$ cat src/rtl/morra_giocatore.sv
// morra_giocatore: plays both sides of a Morra Cinese (rock-paper-scissors) match against the
// game block. It starts the game and passes it the match-length code. It then generates legal
// move pairs from an LFSR and tallies the round results the game reports. The match ends on the
// game's final verdict or on a timeout, and the outcome is reported to the host.
//
// Ports:
//   clk, reset        clock; synchronous active-high reset
//   start, cfg, seed  host request, match-length code (rounds = cfg + 4), LFSR seed
//   primo, secondo    player moves to the game (01 rock, 10 paper, 11 scissors, 00 none)
//   inizio            game start strobe (carries cfg on primo/secondo)
//   manche, partita   round / match result from the game (01 p1, 10 p2, 11 draw, 00 none)
//   busy, done        match in progress / one-cycle end-of-match pulse
//   risultato, errore final match result and timeout flag, held until the next start
//   giocate, vinte1, vinte2, pari   rounds played and per-outcome tallies
module morra_giocatore #(
    parameter int unsigned TIMEOUT      = 8,
    parameter logic [7:0]  SEED_DEFAULT = 8'hA5
) (
    input  logic       clk,
    input  logic       reset,
    input  logic       start,
    input  logic [3:0] cfg,
    input  logic [7:0] seed,
    output logic [1:0] primo,
    output logic [1:0] secondo,
    output logic       inizio,
    input  logic [1:0] manche,
    input  logic [1:0] partita,
    output logic       busy,
    output logic       done,
    output logic [1:0] risultato,
    output logic       errore,
    output logic [4:0] giocate,
    output logic [4:0] vinte1,
    output logic [4:0] vinte2,
    output logic [4:0] pari
);

    localparam int unsigned CntW = $clog2(TIMEOUT + 1);

    typedef enum logic [2:0] {
        StIdle, StConfig, StGap, StMossa, StVerifica, StDrena, StFine
    } state_e;

    state_e           state;
    logic [7:0]       lfsr;
    logic [1:0]       last_win;   // 01 p1, 10 p2, 00 none
    logic [1:0]       vietata;    // move the last winner may not play again
    logic [4:0]       limite;
    logic [CntW-1:0]  attesa;

    logic [7:0] lfsr_next;
    logic [1:0] win_eff, viet_eff;
    logic [1:0] cand1, cand2;

    // Fibonacci LFSR, taps 8,6,5,4
    assign lfsr_next = {lfsr[6:0], lfsr[7] ^ lfsr[5] ^ lfsr[4] ^ lfsr[3]};

    function automatic logic [1:0] ruota(input logic [1:0] m);
        case (m)
            2'b01:   ruota = 2'b10;
            2'b10:   ruota = 2'b11;
            default: ruota = 2'b01;
        endcase
    endfunction

    function automatic logic [4:0] sat_inc(input logic [4:0] x);
        sat_inc = (x == 5'd31) ? x : x + 5'd1;
    endfunction

    // The pair chosen when leaving VERIFICA must already honour the result sampled this cycle,
    // so the winner/forbidden information is bypassed here before it is registered.
    always_comb begin
        win_eff  = last_win;
        viet_eff = vietata;
        if (state == StVerifica) begin
            case (manche)
                2'b01: begin
                    win_eff  = 2'b01;
                    viet_eff = primo;
                end
                2'b10: begin
                    win_eff  = 2'b10;
                    viet_eff = secondo;
                end
                2'b11:   win_eff = 2'b00;
                default: ;
            endcase
        end
    end

    always_comb begin
        cand1 = (lfsr[1:0] == 2'b00) ? 2'b01 : lfsr[1:0];
        cand2 = (lfsr[3:2] == 2'b00) ? 2'b01 : lfsr[3:2];
        if (win_eff == 2'b01 && cand1 == viet_eff) cand1 = ruota(cand1);
        if (win_eff == 2'b10 && cand2 == viet_eff) cand2 = ruota(cand2);
    end

    // Outputs are registered: each transition loads the values of the state being entered.
    always_ff @(posedge clk) begin
        if (reset) begin
            state     <= StIdle;
            lfsr      <= SEED_DEFAULT;
            last_win  <= 2'b00;
            vietata   <= 2'b00;
            limite    <= 5'd0;
            attesa    <= '0;
            primo     <= 2'b00;
            secondo   <= 2'b00;
            inizio    <= 1'b0;
            busy      <= 1'b0;
            done      <= 1'b0;
            risultato <= 2'b00;
            errore    <= 1'b0;
            giocate   <= 5'd0;
            vinte1    <= 5'd0;
            vinte2    <= 5'd0;
            pari      <= 5'd0;
        end else begin
            done <= 1'b0;
            case (state)
                StIdle: begin
                    if (start) begin
                        lfsr      <= (seed == 8'h00) ? SEED_DEFAULT : seed;
                        // a fresh match starts with no forbidden move
                        last_win  <= 2'b00;
                        vietata   <= 2'b00;
                        limite    <= {1'b0, cfg} + 5'd4;
                        giocate   <= 5'd0;
                        vinte1    <= 5'd0;
                        vinte2    <= 5'd0;
                        pari      <= 5'd0;
                        risultato <= 2'b00;
                        errore    <= 1'b0;
                        busy      <= 1'b1;
                        inizio    <= 1'b1;
                        primo     <= cfg[3:2];
                        secondo   <= cfg[1:0];
                        state     <= StConfig;
                    end else begin
                        inizio  <= 1'b0;
                        primo   <= 2'b00;
                        secondo <= 2'b00;
                    end
                end
                StConfig: begin
                    inizio  <= 1'b0;
                    primo   <= 2'b00;
                    secondo <= 2'b00;
                    state   <= StGap;
                end
                StGap: begin
                    primo   <= cand1;
                    secondo <= cand2;
                    lfsr    <= lfsr_next;
                    state   <= StMossa;
                end
                StMossa: state <= StVerifica;
                StVerifica: begin
                    last_win <= win_eff;
                    vietata  <= viet_eff;
                    case (manche)
                        2'b01:   vinte1 <= sat_inc(vinte1);
                        2'b10:   vinte2 <= sat_inc(vinte2);
                        2'b11:   pari   <= sat_inc(pari);
                        default: ;
                    endcase
                    if (manche != 2'b00) giocate <= sat_inc(giocate);
                    if (partita != 2'b00) begin
                        risultato <= partita;
                        done      <= 1'b1;
                        busy      <= 1'b0;
                        state     <= StFine;
                    end else if (manche == 2'b00) begin
                        // no verdict: replay the held pair, LFSR untouched
                        state <= StMossa;
                    end else if (sat_inc(giocate) == limite) begin
                        primo   <= 2'b00;
                        secondo <= 2'b00;
                        attesa  <= CntW'(1);
                        state   <= StDrena;
                    end else begin
                        primo   <= cand1;
                        secondo <= cand2;
                        lfsr    <= lfsr_next;
                        state   <= StMossa;
                    end
                end
                StDrena: begin
                    if (partita != 2'b00) begin
                        risultato <= partita;
                        done      <= 1'b1;
                        busy      <= 1'b0;
                        state     <= StFine;
                    end else if (attesa == CntW'(TIMEOUT)) begin
                        errore    <= 1'b1;
                        risultato <= 2'b00;
                        done      <= 1'b1;
                        busy      <= 1'b0;
                        state     <= StFine;
                    end else begin
                        attesa <= attesa + 1'b1;
                    end
                end
                StFine: begin
                    primo   <= 2'b00;
                    secondo <= 2'b00;
                    state   <= StIdle;
                end
                default: state <= StIdle;
            endcase
        end
    end

endmodule

$ cat config.mk
export PLATFORM = sky130hd
export DESIGN_NAME = morra_giocatore
export DESIGN_NICKNAME = d
export VERILOG_FILES = /design/src/rtl/morra_giocatore.sv
export SDC_FILE = /design/constraint.sdc
export NUM_CORES = 1
export LEC_CHECK = 0
export BUFFER_PORTS_ARGS = -buffer_cell sky130_fd_sc_hd__buf_2
export CORE_MARGIN = 2
export CORE_UTILIZATION = 51
export CTS_CLUSTER_SIZE = 16
export DETAILED_ROUTE_END_ITERATION = 8
export PLACE_DENSITY = 0.76
export SLEW_MARGIN = 20
export SYNTH_ARGS = -nofsm -noshare
export SYNTH_HDL_FRONTEND = slang
export SYNTH_SLANG_ARGS = --single-unit
$ cat constraint.sdc
create_clock -name clk -period 1.86 [get_ports clk]
set_input_delay 0.093 -clock clk [delete_from_list [all_inputs] [get_ports clk]]
set_output_delay 0.093 -clock clk [all_outputs]
set_load 0.1 [all_outputs]
==> results of run 1 <==
==> worst max-delay path by stage <==
stage,from,end,slack [ns],cells past startpoint
2_1_floorplan,giocate[0],lfsr[1],-0.31,8
3_5_place_dp,giocate[0],lfsr[6],-0.17,7
4_1_cts,giocate[0],secondo[1],-0.12,7
5_1_grt,giocate[0],primo[1],-0.23,7
6_report,giocate[0],secondo[1],-0.16,7
3_3_place_gp,giocate[0],secondo[1],-0.09,7
==> metrics by stage <==
step,utilization,power (uW),setup slack [ns],hold WS (ns),instance area (sq um)
after floorplan,-,1750,-0.306,0.186,3220
after global placement,0.632,1920,-0.0860,0.346,3700
after detailed placement,0.632,1930,-0.170,0.348,3700
after CTS,0.649,2590,-0.115,0.0234,3800
after global routing,0.661,2720,-0.227,0.0363,3870
final,0.661,2600,-0.156,0.0314,3870
==> power breakdown <==
part | switching, uW | total [uW] | leakage [uW] | internal [uW]
Sequential | 56.7 | 1250 | 0.000452 | 1200
Combinational | 435 | 681 | 0.00111 | 246
Clock | 369 | 665 | 0.0000443 | 297
==> cell usage in the layout, fill, tap and decap left out, types with 11 or more instances in the layout <==
master	n
buf_2	48
nand2_1	40
nor2_1	37
dfxtp_1	36
buf_4	33
a21oi_1	26
nand3_1	15
inv_1	12
ha_1	11
dfxtp_4	11
==> synth_stat cells, drive strengths merged (7+ instances only) <==
cell type   n  area (sq um)
clkbuf     10          67.6
nor3        8          40.0
a21o        8          61.3
ha         14           175
o21ai       9          45.0
inv        12          45.0
dfxtp      54          1080
a21oi      29           156
nand2      40           150
nand3      15          75.1
nor2       41           156
nand2b      9          63.8
xor2       11          96.3
a22oi       7          52.6
==> state kept, by name, summed over array words and instances, names as in the netlist, 2 cells and up <==
register   count
pari           5
risultato      2
vietata        2
vinte1         5
lfsr           8
limite         5
primo          2
state          3
giocate        5
last_win       2
vinte2         5
secondo        2
attesa         4
==> cell type report <==
class	count	area (sq um)
multi-input cells	283	2010
fillers	470	1980
flip-flops and latches	54	1130
repair buffers	82	499
well taps	75	93.8
clock buffers	7	86.3
inverters	12	45.0
==> layer usage <==
metal  vias up  wire [microns]  global-route usage
met4         0              68              0.0633
met2        78            4030               0.445
met3         9             284              0.0352
li1       1460               -                   -
met5         -               0                   0
met1      1380            3560               0.303
==> kinds of logic after synthesis <==
logic type / Yosys count / share of synthesized area
fa+ha+maj: 14 / 0.0571
simple gates: 158 / 0.278
mux: 2 / 0.00652
compound gates: 93 / 0.210
xor+xnor: 16 / 0.0457
buf+inv: 28 / 0.0506
flops: 54 / 0.352
==> repair_timing <==
| item | 4_1_cts | 5_1_grt |
|---|---|---|
| endpoints found under the setup margin | 18 | 19 |
| resized for setup | 4 | 14 |
| pin swaps | 17 | 9 |
| hold endpoints to repair | 0 | 0 |
==> results.json, run 1 <==
{
  "first_iter_violations": 210,
  "max_freq_ghz": 0.496,
  "crit_type": "reg -> reg",
  "status": "complete, but fails checks",
  "port_buffers": 48,
  "gp_congestion": 0.851,
  "ant_nets": 0,
  "htreeDepth": 2,
  "worstHoldEndpoint": "limite[2]",
  "cts_sinks": 54,
  "die_x_microns": 81.6,
  "setup_violations": 18,
  "slowest_stage": "dfxtp_4",
  "ctsHoldBuffers": 0,
  "fin_crit_sh": 1.08,
  "via_per_inst": 5.71,
  "async_reset_ff_frac": 0,
  "worstHoldStart": "cfg[2]",
  "cts_buffers": 5,
  "rsz0062_at_grt": "true",
  "r2r_end": "secondo[1]",
  "relSlewSlack": 0.675,
  "syn_nets": 398,
  "antenna_found_initial": 0,
  "grt-ovfl-total": 0,
  "wirelength_microns": 7950,
  "cp-end-kind": "flop",
  "cts-root-buf": "clkbuf_8",
  "post-dp-hpwl_microns": 6040,
  "grt_pass1_vias": 2739,
  "r2r_setup_slack_ns": -0.16,
  "start_kind": "flop",
  "drc_errors": 0,
  "cap_violations": 0,
  "io_pins": 49,
  "reg2regPathDepth": 7,
  "first_pass_iters": 4,
  "synth_edf_count": 0,
  "synth.distinct_cells": 62,
  "cp_max_fo": 5,
  "placed_cells": 506,
  "worstPathRequired_ns": 2.06,
  "syn_avg_cell_area_sq_um": 8.41,
  "num_rows": 28,
  "clk_path_buf_depth": 2,
  "layout_setup_ws_ns": -0.156,
  "power_density_mw_per_mm2": 672,
  "violations": "setup timing",
  "final.min_clock_period_ns": 2.02,
  "yosys_warnings": 0,
  "fin_nets": 471,
  "cp_cell_sequence": "ha_4 > xor2_2 > mux2i_2 > o311ai_4 > nor4_4 > a21oi_2 > a31o_2",
  "postCtsSetupRepairBufs": 0,
  "n_antenna_cell": 0,
  "syn-cell-area_sq_mm": 0.00307,
  "hold_depth": 2,
  "ir_drop_mv": 0.499,
  "via_count": 2927,
  "wl_per_cell_microns": 15.5,
  "grt_start_max_net_pins": 30,
  "grt_first_pass_wirelength_microns": 12700,
  "cts_tree": "done",
  "r2r-start": "giocate[0]",
  "globalRouteTotalUtil": 0.245,
  "clock_skew_ns": 0.00822,
  "synth_ff_type": "dfxtp_1",
  "hold_class": "in -> reg",
  "drive_gt1_frac": 0.338,
  "slowest_delay_ns": 0.37,
  "seq_area_frac_synth": 0.352,
  "drv_slew": 0,
  "cp.arrival_ns": 2.22,
  "insertion_delay_ns": 0.31,
  "tightest_slew_ns": 0.491,
  "ys_seq_elements": 54,
  "core_region_area_sq_mm": 0.00585,
  "critPathBufInv": 0,
  "die_area_sq_mm": 0.00665,
  "layoutNonFillerInstCount": 513,
  "clkSlewWorstSetupHoldPaths_ns": 0.09,
  "synth_cells": 365,
  "tns_ns": -2.21,
  "start_util": 0.525,
  "die_h_microns": 81.6,
  "finalHoldViolations": 0,
  "path_delay_family": "compound AO/OA/AOI/OAI gates",
  "area_growth_pct": 26.0,
  "p_leak_uw": 0.00161
}
Note: power is estimated with default switching activity, not from simulation.
==> inputs of run 2 (changes only) <==
--- a/constraint.sdc
+++ b/constraint.sdc
@@ -3,2 +3,2 @@
 set_output_delay 0.093 -clock clk [all_outputs]
-set_load 0.1 [all_outputs]
+set_load 0.02 [all_outputs]
==> run 2 against run 1 <==
Compared with the run above:
- the run still ends with setup timing left
- clock power fell by 3%
- clock-buffer cell count rose by 1
- critical path type unchanged
- combinational power fell by 14%
- core utilization rose by 1.0 points
- cell count rose by 3.1%
- worst hold slack improved by 0.015 ns
==> results.json, run 2 (synthesized netlist as in run 1, its figures left out) <==
{
  "status": "complete, but fails checks",
  "violations": "setup timing",
  "cp_max_fo": 5,
  "setup_violations": 18,
  "crit_type": "reg -> reg",
  "area_growth_pct": 28.0,
  "grt_first_pass_wirelength_microns": 12700,
  "cp-end-kind": "flop",
  "rsz0062_at_grt": "true",
  "p_total_uw": 2500,
  "htreeDepth": 2,
  "port_buffers": 48,
  "final_core_util": 0.671,
  "clock_skew_ns": 0.00566,
  "gp_congestion": 0.845,
  "cap_violations": 0,
  "mostFrequentLayoutCell": "dfxtp_1",
  "cts_buffers": 5,
  "ir_drop_mv": 0.337,
  "grt_start_max_net_pins": 32,
  "cts-root-buf": "clkbuf_8",
  "clk_path_buf_depth": 2,
  "fin_nets": 486,
  "wirelength_microns": 8020,
  "cts_tree": "done",
  "n_antenna_cell": 0,
  "worstPathRequired_ns": 2.08,
  "drive_gt1_frac": 0.313,
  "ant_nets": 0,
  "grt_pass1_vias": 2850,
  "fill_cells": 478,
  "relSlewSlack": 0.636,
  "die_h_microns": 81.6,
  "start_kind": "flop",
  "globalRouteTotalUtil": 0.245,
  "drc_errors": 0,
  "insertion_delay_ns": 0.32,
  "first_iter_violations": 185,
  "largest-register": "lfsr",
  "grt-ovfl-total": 0,
  "largest_reg_flops": 8,
  "tightest_slew_ns": 0.545,
  "final_cell_mix": "dfxtp_1, buf_2, buf_4",
  "io_pins": 49,
  "drv_slew": 0,
  "cp.arrival_ns": 2.21,
  "finalHoldViolations": 0,
  "p_leak_uw": 0.00169,
  "clkSlewWorstSetupHoldPaths_ns": 0.09,
  "start_util": 0.525,
  "post-dp-hpwl_microns": 5990,
  "pre_cts_ws_ns": -0.177,
  "power_density_mw_per_mm2": 636,
  "num_rows": 28,
  "first_pass_iters": 4,
  "final.min_clock_period_ns": 1.99,
  "core_region_area_sq_mm": 0.00585,
  "max_freq_ghz": 0.502,
  "layout_setup_ws_ns": -0.133,
  "via_per_inst": 5.74,
  "wl_per_cell_microns": 15.2,
  "cts_sinks": 54,
  "hold_class": "in -> reg",
  "die_area_sq_mm": 0.00665,
  "via_count": 3034,
  "antenna_found_initial": 0,
  "fin_crit_sh": 1.07,
  "die_x_microns": 81.6
}
## run 2: stage by stage
stage | setup TNS, ns | cell area, sq um | hold slack [ns] | cells
after detailed placement | -2.11 | 3720 | 0.356 | 516
after global routing | -3.28 | 3930 | 0.0441 | 529
after floorplan | -0.990 | 3160 | 0.186 | 365
final | -1.73 | 3930 | 0.0460 | 529
after CTS | -1.47 | 3850 | 0.0109 | 526
after global placement | -0.827 | 3720 | 0.361 | 516
## run 2: power by group
group	leakage (uW)	switching (uW)	total, uW	internal (uW)
Sequential	0.000442	55.8	1270	1210
Combinational	0.00120	331	585	253
Clock	0.0000395	379	647	269
## run 2: cell type report
| class | instances | area [sq um] | share of cell area |
|---|---|---|---|
| clock buffers | 8 | 80.1 | 0.0204 |
| repair buffers | 97 | 614 | 0.156 |
| inverters | 12 | 45.0 | 0.0115 |
| multi-input cells | 283 | 2000 | 0.510 |
| flip-flops and latches | 54 | 1090 | 0.278 |
| well taps | 75 | 93.8 | 0.0239 |
## run 2: worst paths after layout
kind	to	slack, ns	cells after the start	start
worst max-delay path	primo[1]	-0.13	7	giocate[0]
worst min-delay path	limite[0]	0.05	3	cfg[0]
worst max register to register	primo[1]	-0.13	7	giocate[0]
worst min register to register	lfsr[6]	0.48	2	lfsr[6]
## run 2: worst max-delay path, cell delays in order, from the launching register on
cell and delay, ns:
dfxtp_4 0.37, ha_4 0.25, xor2_2 0.15, mux2i_2 0.22, o311ai_4 0.18, nor4_4 0.36, a21oi_2 0.16, a31o_2 0.22
## run 2: timing repair
| action | in CTS | in global routing |
|---|---|---|
| hold endpoints to repair | 0 | 1 |
| pin swaps | 16 | 7 |
| gates resized for setup | 6 | 9 |
| setup buffers | 3 | 2 |
| cloned | 0 | 0 |
| endpoints found under the setup margin | 18 | 25 |
| hold buffers | 0 | 1 |
## run 2: per-layer routing
metal / vias up / track usage / share of wire / wire length (microns)
li1: 1486 / - / - / -
met1: 1450 / 0.298 / 0.44 / 3540
met2: 80 / 0.424 / 0.49 / 3900
met3: 18 / 0.0560 / 0.047 / 380
met4: 0 / 0.0867 / 0.025 / 197
met5: - / 0 / 0 / 0
